==> config.mk <==
export PLATFORM = sky130hd
export DESIGN_NAME = mem_access_sequencer_flat
export DESIGN_NICKNAME = d
export VERILOG_FILES = /design/src/rtl/mem_access_sequencer_if.sv /design/src/rtl/mem_access_sequencer.sv /design/src/flat_wrapper.sv
export SDC_FILE = /design/constraint.sdc
export NUM_CORES = 1
export LEC_CHECK = 0
export ABC_AREA = 1
export ABC_CLOCK_PERIOD_IN_PS = 3400
export BUFFER_PORTS_ARGS = -buffer_cell sky130_fd_sc_hd__buf_2
export CORE_AREA = 2 2 39 41
export CTS_BUF_LIST = sky130_fd_sc_hd__clkbuf_16
export CTS_CLUSTER_SIZE = 8
export DETAILED_ROUTE_END_ITERATION = 8
export DIE_AREA = 0 0 41 43
export PLACE_DENSITY = 0.76
export SLEW_MARGIN = 25
export SYNTH_ARGS = -nofsm -noshare
export SYNTH_HDL_FRONTEND = slang
export SYNTH_SLANG_ARGS = --single-unit
==> constraint.sdc <==
create_clock -name clock -period 3.4 [get_ports clock]
set_clock_uncertainty 0.05 [all_clocks]
set_input_delay 0.68 -clock clock [delete_from_list [all_inputs] [get_ports clock]]
set_output_delay 0.68 -clock clock [all_outputs]
set_load 0.01 [all_outputs]
==> src/rtl/mem_access_sequencer_if.sv <==
// mem_access_sequencer_if
//   Connects the control unit to the MAR/MDR memory-access sequencer.
//   It carries the two request/done handshakes (instruction fetch and
//   load/store) and the datapath control strobes driven by the sequencer.
//
//   master modport : requester side. Drives if_req, ls_req and ls_we.
//                    Receives the datapath strobes and the done pulses.
//   slave modport  : sequencer side. The directions are the reverse of master.
//
//   Signals
//     if_req    IF read request, level, held until if_done
//     ls_req    LS request, level, held until ls_done
//     ls_we     LS direction (1 = write), sampled at grant
//     bus_sel   bus source: 00 none, 01 IF addr, 10 LS addr, 11 LS wdata
//     MARin     MAR load strobe
//     MDRin     MDR load strobe
//     Read      MDR input select (1 = Mdatain, 0 = BusMuxOut)
//     MDRout    MDR drives the bus (read result)
//     mem_read  memory read strobe
//     mem_write memory write strobe
//     if_done   1-cycle IF completion pulse
//     ls_done   1-cycle LS completion pulse
//     busy      sequencer is not idle
interface mem_access_sequencer_if;
  logic       if_req;
  logic       ls_req;
  logic       ls_we;
  logic [1:0] bus_sel;
  logic       MARin;
  logic       MDRin;
  logic       Read;
  logic       MDRout;
  logic       mem_read;
  logic       mem_write;
  logic       if_done;
  logic       ls_done;
  logic       busy;

  modport master (
    output if_req, ls_req, ls_we,
    input  bus_sel, MARin, MDRin, Read, MDRout,
           mem_read, mem_write, if_done, ls_done, busy
  );

  modport slave (
    input  if_req, ls_req, ls_we,
    output bus_sel, MARin, MDRin, Read, MDRout,
           mem_read, mem_write, if_done, ls_done, busy
  );
endinterface

==> src/rtl/mem_access_sequencer.sv <==
// mem_access_sequencer
//   Sequences one memory access at a time through the MAR/MDR datapath for
//   two requesters: instruction fetch (IF, always a read) and load/store (LS,
//   read or write). The arbiter runs only in IDLE. When both requesters are
//   pending, the grant alternates between them. An access then moves through
//   ADDR -> [WDATA] -> WAIT -> [CAPTURE] -> DONE and returns to IDLE.
//
//   Ports
//     clock  rising-edge system clock
//     clear  asynchronous active-high reset
//     bus    mem_access_sequencer_if.slave (requests in, strobes/done out)
//
//   Parameters
//     WAIT_STATES  cycles spent in WAIT, legal range 1..15
module mem_access_sequencer #(
  parameter int WAIT_STATES = 2
) (
  input  logic                         clock,
  input  logic                         clear,
  mem_access_sequencer_if.slave        bus
);

  typedef enum logic [2:0] {
    ST_IDLE    = 3'd0,
    ST_ADDR    = 3'd1,
    ST_WDATA   = 3'd2,
    ST_WAIT    = 3'd3,
    ST_CAPTURE = 3'd4,
    ST_DONE    = 3'd5
  } state_t;

  // Owner / last-grant encoding: 0 = IF, 1 = LS.
  localparam logic OWNER_IF = 1'b0;
  localparam logic OWNER_LS = 1'b1;

  // WAIT is entered with the counter preloaded so that it exits after
  // exactly WAIT_STATES cycles, when the counter reaches zero.
  localparam logic [3:0] CNT_INIT = 4'(WAIT_STATES - 1);

  state_t     state_q, state_d;
  logic [3:0] cnt_q, cnt_d;
  logic       owner_q, owner_d;
  logic       is_wr_q, is_wr_d;
  logic       last_grant_q, last_grant_d;

  logic       ls_wins;

  logic [1:0] bus_sel;
  logic       mar_in;
  logic       mdr_in;
  logic       read_sel;
  logic       mdr_out;
  logic       mem_read;
  logic       mem_write;
  logic       if_done;
  logic       ls_done;
  logic       busy;

  // State and access-context registers.
  always_ff @(posedge clock or posedge clear) begin
    if (clear) begin
      state_q      <= ST_IDLE;
      cnt_q        <= 4'd0;
      owner_q      <= OWNER_IF;
      is_wr_q      <= 1'b0;
      last_grant_q <= OWNER_IF;
    end else begin
      state_q      <= state_d;
      cnt_q        <= cnt_d;
      owner_q      <= owner_d;
      is_wr_q      <= is_wr_d;
      last_grant_q <= last_grant_d;
    end
  end

  // LS wins when it is the only requester. It also wins under contention
  // when IF had the previous grant. last_grant resets to IF, so the first
  // contention after reset goes to LS.
  always_comb begin
    ls_wins = bus.ls_req && (!bus.if_req || (last_grant_q == OWNER_IF));
  end

  // Next-state logic. Requests are looked at only in IDLE. A request that
  // drops mid-access does not abort the access.
  always_comb begin
    state_d      = state_q;
    cnt_d        = cnt_q;
    owner_d      = owner_q;
    is_wr_d      = is_wr_q;
    last_grant_d = last_grant_q;

    case (state_q)
      ST_IDLE: begin
        if (bus.if_req || bus.ls_req) begin
          state_d      = ST_ADDR;
          owner_d      = ls_wins;
          last_grant_d = ls_wins;
          is_wr_d      = bus.ls_we & ls_wins;
        end
      end

      ST_ADDR: begin
        if (is_wr_q) begin
          state_d = ST_WDATA;
        end else begin
          state_d = ST_WAIT;
          cnt_d   = CNT_INIT;
        end
      end

      ST_WDATA: begin
        state_d = ST_WAIT;
        cnt_d   = CNT_INIT;
      end

      ST_WAIT: begin
        if (cnt_q == 4'd0) begin
          state_d = is_wr_q ? ST_DONE : ST_CAPTURE;
        end else begin
          cnt_d = cnt_q - 4'd1;
        end
      end

      ST_CAPTURE: begin
        state_d = ST_DONE;
      end

      ST_DONE: begin
        state_d = ST_IDLE;
      end

      default: begin
        state_d = ST_IDLE;
      end
    endcase
  end

  // Moore output decode. It uses only registered state, so no input
  // reaches an output combinationally. mem_read and mem_write come from
  // is_wr and its complement, so they can never be high together.
  always_comb begin
    bus_sel   = 2'b00;
    mar_in    = 1'b0;
    mdr_in    = 1'b0;
    read_sel  = 1'b0;
    mdr_out   = 1'b0;
    mem_read  = 1'b0;
    mem_write = 1'b0;
    if_done   = 1'b0;
    ls_done   = 1'b0;
    busy      = (state_q != ST_IDLE);

    case (state_q)
      ST_ADDR: begin
        mar_in  = 1'b1;
        bus_sel = (owner_q == OWNER_LS) ? 2'b10 : 2'b01;
      end

      ST_WDATA: begin
        bus_sel  = 2'b11;
        mdr_in   = 1'b1;
        read_sel = 1'b0;
      end

      ST_WAIT: begin
        mem_write = is_wr_q;
        mem_read  = ~is_wr_q;
      end

      ST_CAPTURE: begin
        mem_read = 1'b1;
        mdr_in   = 1'b1;
        read_sel = 1'b1;
      end

      ST_DONE: begin
        mdr_out = ~is_wr_q;
        if_done = (owner_q == OWNER_IF);
        ls_done = (owner_q == OWNER_LS);
      end

      default: begin
      end
    endcase
  end

  assign bus.bus_sel   = bus_sel;
  assign bus.MARin     = mar_in;
  assign bus.MDRin     = mdr_in;
  assign bus.Read      = read_sel;
  assign bus.MDRout    = mdr_out;
  assign bus.mem_read  = mem_read;
  assign bus.mem_write = mem_write;
  assign bus.if_done   = if_done;
  assign bus.ls_done   = ls_done;
  assign bus.busy      = busy;

endmodule

==> src/flat_wrapper.sv <==
// flat-port wrapper written by rule: the top's interface ports become plain ports
module mem_access_sequencer_flat 
#(
  parameter int WAIT_STATES = 2
)
  (clock, clear, bus_if_req, bus_ls_req, bus_ls_we, bus_bus_sel, bus_MARin, bus_MDRin, bus_Read, bus_MDRout, bus_mem_read, bus_mem_write, bus_if_done, bus_ls_done, bus_busy);
  mem_access_sequencer_if bus_i ();
  input  logic clock;
  input  logic clear;
  input wire logic [$bits(bus_i.if_req)-1:0] bus_if_req;
  input wire logic [$bits(bus_i.ls_req)-1:0] bus_ls_req;
  input wire logic [$bits(bus_i.ls_we)-1:0] bus_ls_we;
  output wire logic [$bits(bus_i.bus_sel)-1:0] bus_bus_sel;
  output wire logic [$bits(bus_i.MARin)-1:0] bus_MARin;
  output wire logic [$bits(bus_i.MDRin)-1:0] bus_MDRin;
  output wire logic [$bits(bus_i.Read)-1:0] bus_Read;
  output wire logic [$bits(bus_i.MDRout)-1:0] bus_MDRout;
  output wire logic [$bits(bus_i.mem_read)-1:0] bus_mem_read;
  output wire logic [$bits(bus_i.mem_write)-1:0] bus_mem_write;
  output wire logic [$bits(bus_i.if_done)-1:0] bus_if_done;
  output wire logic [$bits(bus_i.ls_done)-1:0] bus_ls_done;
  output wire logic [$bits(bus_i.busy)-1:0] bus_busy;
  assign bus_i.if_req = bus_if_req;
  assign bus_i.ls_req = bus_ls_req;
  assign bus_i.ls_we = bus_ls_we;
  assign bus_bus_sel = bus_i.bus_sel;
  assign bus_MARin = bus_i.MARin;
  assign bus_MDRin = bus_i.MDRin;
  assign bus_Read = bus_i.Read;
  assign bus_MDRout = bus_i.MDRout;
  assign bus_mem_read = bus_i.mem_read;
  assign bus_mem_write = bus_i.mem_write;
  assign bus_if_done = bus_i.if_done;
  assign bus_ls_done = bus_i.ls_done;
  assign bus_busy = bus_i.busy;
  mem_access_sequencer #(.WAIT_STATES(WAIT_STATES)) u_core (.clock(clock), .clear(clear), .bus(bus_i));
endmodule
* Word-level counts from Yosys, hierarchy flattened
Index checks and enable logic that the tools add are counted.
** Cells by class
- Add/sub/neg operators :: 1
- Equal/unequal tests :: 9
- Mux-type cells :: 18
- Bitwise operators :: 3
- Reductions and logical operators :: 12
** Operators by type and width (number)
- case mux 3 bit (5 select lines) :: 1
- case mux 4 bit (3 select lines) :: 1
- two-way mux 1 bit :: 9
- two-way mux 4 bit :: 2
- == test 3 x 2 -> 1 bit, second input constant :: 2
- == test 3 bit, second input constant :: 2
- two-way mux 3 bit :: 2
- nonzero test 3 bit :: 2
- zero test 4 bit :: 1
- != test 2 x 1 -> 1 bit, second input constant :: 2
- != test 2 bit, second input constant :: 2
- case mux 2 bit (2 select lines) :: 1
- AND reduction 2 bit :: 2
- subtractor 4 x 1 -> 4 bit, second input constant :: 1
- == test 3 x 1 -> 1 bit, second input constant :: 1
- zero test 3 bit :: 1
- AND reduction 3 bit :: 1
- logical OR 1 bit :: 2
- two-way mux 2 bit :: 1
- NOT 1 bit :: 2
- case mux 1 bit (2 select lines) :: 1
- OR reduction 2 bit :: 1
- bitwise AND 1 bit :: 1
- logical AND 1 bit :: 1
- zero test 1 bit :: 1
** Storage, ports and cells
- Word-level logic and storage cells :: 47
- Input bits :: 5
- Register bits :: 9

* Logic depth before layout (Yosys ltp)
- Word-level depth :: 4
- Gate-level depth with buffers :: 8
- Depth with buffers taken out :: 8

* Worst setup path before layout
Ideal clock, no wire load.
- Path type :: register -> output
- From :: reg u_core.state_q[1]
- To :: out bus_bus_sel[0]
- Data required time :: 2670 ps
- Path slack :: 1564 ps
- Arrival time :: 1106 ps
- Buffers on the path :: 0
- Cell stages (with the launch flop) :: 6
- Path through :: dfrtp_1 > inv_2 > nand2_1 > nor2_1 > inv_1 > o21ai_0
** Between the ends
- Word-level cells in the longest chain between the ends :: 2
- Elaborated cells between the ends (all ways) :: 3
** Ends and longest elaborated chain
- start: declaration :: line mem_access_sequencer.sv:40 : state_t state_q, state_d;
- start signal: assignment :: line mem_access_sequencer.sv:68 : state_q <= state_d;
- == test 3 x 2 -> 1 bit / == test 3 x 1 -> 1 bit (equally long branches) :: line mem_access_sequencer.sv:153 : case (state_q)
- case mux 2 bit (2 select lines) (*) :: line mem_access_sequencer.sv:153
- end: declaration :: line flat_wrapper.sv:13 : output wire logic [$bits(bus_i.bus_sel)-1:0] bus_bus_sel;
Every way passes the cells marked *; elsewhere a longest branch is shown, timed or not.

* Worst setup path in the final report
Same ends and word-level chain as after synthesis.

==> reports/qor.yml <==
status: "finished, final reports clean"
drtIter0Drc: 13
setup_viol: 0
die_w_microns: 41
p_leak_nw: 0.4386
grt_overflow: 0
area_growth_pct: 28.14
synthTopCellsByCount: "24 x nand2_1, 20 x nor2_1, 12 x inv_1"
synth_nets: 95
row_count: 14
grt_pass1_vias: 466
hold_path_class: "in2async"
grt_setup_unrepaired: "false"
cts_root_buf: "clkbuf_16"
clkSlewWorstSetupHoldPaths_ps: 40
drc: 0
yosysSeqAreaShare: 0.3896
synth_edf_count: 0
fillers: 135
place_hpwl_microns: 979.1
tritoncts: "done"
drive_gt1_frac: 0.1963
vias_per_cell: 4.740
vdd_ir_drop_max_mv: 0.5164
reg2reg_from: "u_core.cnt_q[0]"
io_pins: 16
ys.warnings.count: 0
drtAntennaViolNets: 0
worstSetupPathType: "reg2out"
synth_fa_ha_area_frac: 0.02165
p_per_area_mw_per_mm2: 1036
crit_arrival_ps: 1300
layout_min_cycle_time_ps: 2029
synth_async_sr_flop_share: 1.000
grt_max_degree: 10
startpoint_type: "flop"
fp.dieH_microns: 43
synth_mux_area_frac: 0
grt_first_pass_wirelength_microns: 1835
synth_xor_area_frac: 0.01515
antenna_found_initial: 0
initial_core_util: 0.4177
ys_seq_elements: 9
period_share: 0.5966
gr-usage-all-layers: 0.1558
startpoint: "u_core.state_q[1]"
wire_per_inst_microns: 9.285
worstPathRequired_ps: 2670
ctsHoldBuffers: 0
clock_latency_ps: 230
netlist_top_cells_area: "dfrtp_1 39%, nand2_1 16%, nor2_1 13%"
max_freq_mhz: 493.0
end_kind: "primary output"
clock-sinks: 9
synth.top_cell.area_share: 0.3896
drv.max_cap_violation_count: 0
vias: 583
netlist_instances: 89
cts_buffers: 3
post_cts_buffers: 0
yosysTopAreaCell: "dfrtp_1"
postRouteWirelength_microns: 1142
synth_area_sq_um: 578.1
fin_nets: 114
cts_repair_resize_count: 0
core_sq_mm: 0.001384
gp_congestion: 0.8100
die_area_sq_mm: 0.001763
tns_ps: 0
synth.most_common_cell: "nand2_1"
finalHoldViolCount: 0
clockBufferDepth: 2
synth.avg_cell_area_sq_um: 6.495
utilization: 0.5353
worst_pin_slew_ps: 335.2
dr.pass1.iters: 4
slew_headroom: 0.7763
antenna_cells: 0
synth_top_family_by_area: "simple AND/OR/NAND/NOR gates"
cp_max_fo: 5
synth_flop_cell: "dfrtp_1"
yosysUniqueCellTypes: 15
final-max-slew-violation-count: 0
synth_compound_gate_area_share: 0.07576
synth-simple-area-share: 0.3874
portBuffers: 15
htree_levels: 1
-- layout by cell type (no fill, tap or decap) --
| cell type | instances |
|---|---|
| ha_1 | 1 |
| nor2_2 | 1 |
| nand2_1 | 24 |
| nor2_1 | 20 |
| inv_1 | 13 |
| clkbuf_16 | 3 |
| inv_2 | 2 |
| nand3_1 | 8 |
| a21oi_1 | 2 |
| dfrtp_1 | 9 |
| xor2_1 | 1 |
| buf_2 | 15 |
| o21bai_1 | 1 |
| nand4_1 | 2 |
| o21ai_0 | 4 |
| o22ai_1 | 1 |
-- metal layers --
metal	wire length [microns]	GRT usage	vias up
li1	-	-	313
met1	528	0.2020	247
met2	517	0.2344	19
met3	68	0.01571	4
met4	27	0.1000	0
met5	0	0	-
-- sequential cells by signal (all words and copies together), names as in the netlist --
signal	cells
u_core.is_wr_q	1
u_core.state_q	3
u_core.last_grant_q	1
u_core.cnt_q	4
-- worst paths after layout --
path | cells after the start | slack (ps) | to
setup / recovery | 6 | 1370 | bus_bus_sel[0]
hold / removal | 2 | 350 | u_core.state_q[2]
setup reg to reg | 8 | 2020 | u_core.state_q[0]
hold reg to reg | 2 | 480 | u_core.cnt_q[3]
max in group asynchronous | 2 | 2700 | u_core.cnt_q[2]
min in group clock | 2 | 480 | u_core.cnt_q[3]
-- worst max-delay path: stages (launching register included) --
cell and delay, ps:
dfrtp_1 420, inv_2 100, nand2_1 50, nor2_1 160
inv_1 70, o21ai_0 130, buf_2 140
-- power breakdown --
part | leakage, nW | switching (mW) | internal, mW
combinational | 0.284 | 0.229 | 0.131
sequential | 0.113 | 0.0534 | 0.155
clock | 0.0423 | 0.0452 | 0.153
-- cell type report --
| class | count | area (sq um) | area share |
|---|---|---|---|
| clock buffer | 3 | 75.07 | 0.1014 |
| clock inverter | 1 | 3.754 | 0.005068 |
| inverter | 14 | 52.55 | 0.07095 |
| multi-input combinational | 65 | 289.0 | 0.3902 |
| sequential | 9 | 225.2 | 0.3041 |
| tap | 16 | 20.02 | 0.02703 |
| timing repair buffer | 15 | 75.07 | 0.1014 |
-- cell families (layout without fill, tap and decap cells) --
logic type / Yosys count / after routing
AOI/OAI and AO/OA: 8 / 8
xor gates and xnor gates: 1 / 1
adders and majority gates: 1 / 1
buffers and inverters: 15 / 33
DFF: 9 / 9
and+or+nand+nor: 55 / 55
-- metrics by stage --
stage	hold WS, ps	power, mW	setup slack [ps]	instances	cell area [sq um]
global route	397.7	0.8408	1226	123	740.7
finish	350.1	0.7671	1371	123	740.7
detailed placement	476.2	0.5740	1620	119	661.9
global placement	473.3	0.5690	1600	119	661.9
floorplan	443.5	0.4788	1564	89	578.1
CTS	363.9	0.7755	1375	123	740.7
(Power assumes the default switching activity.)
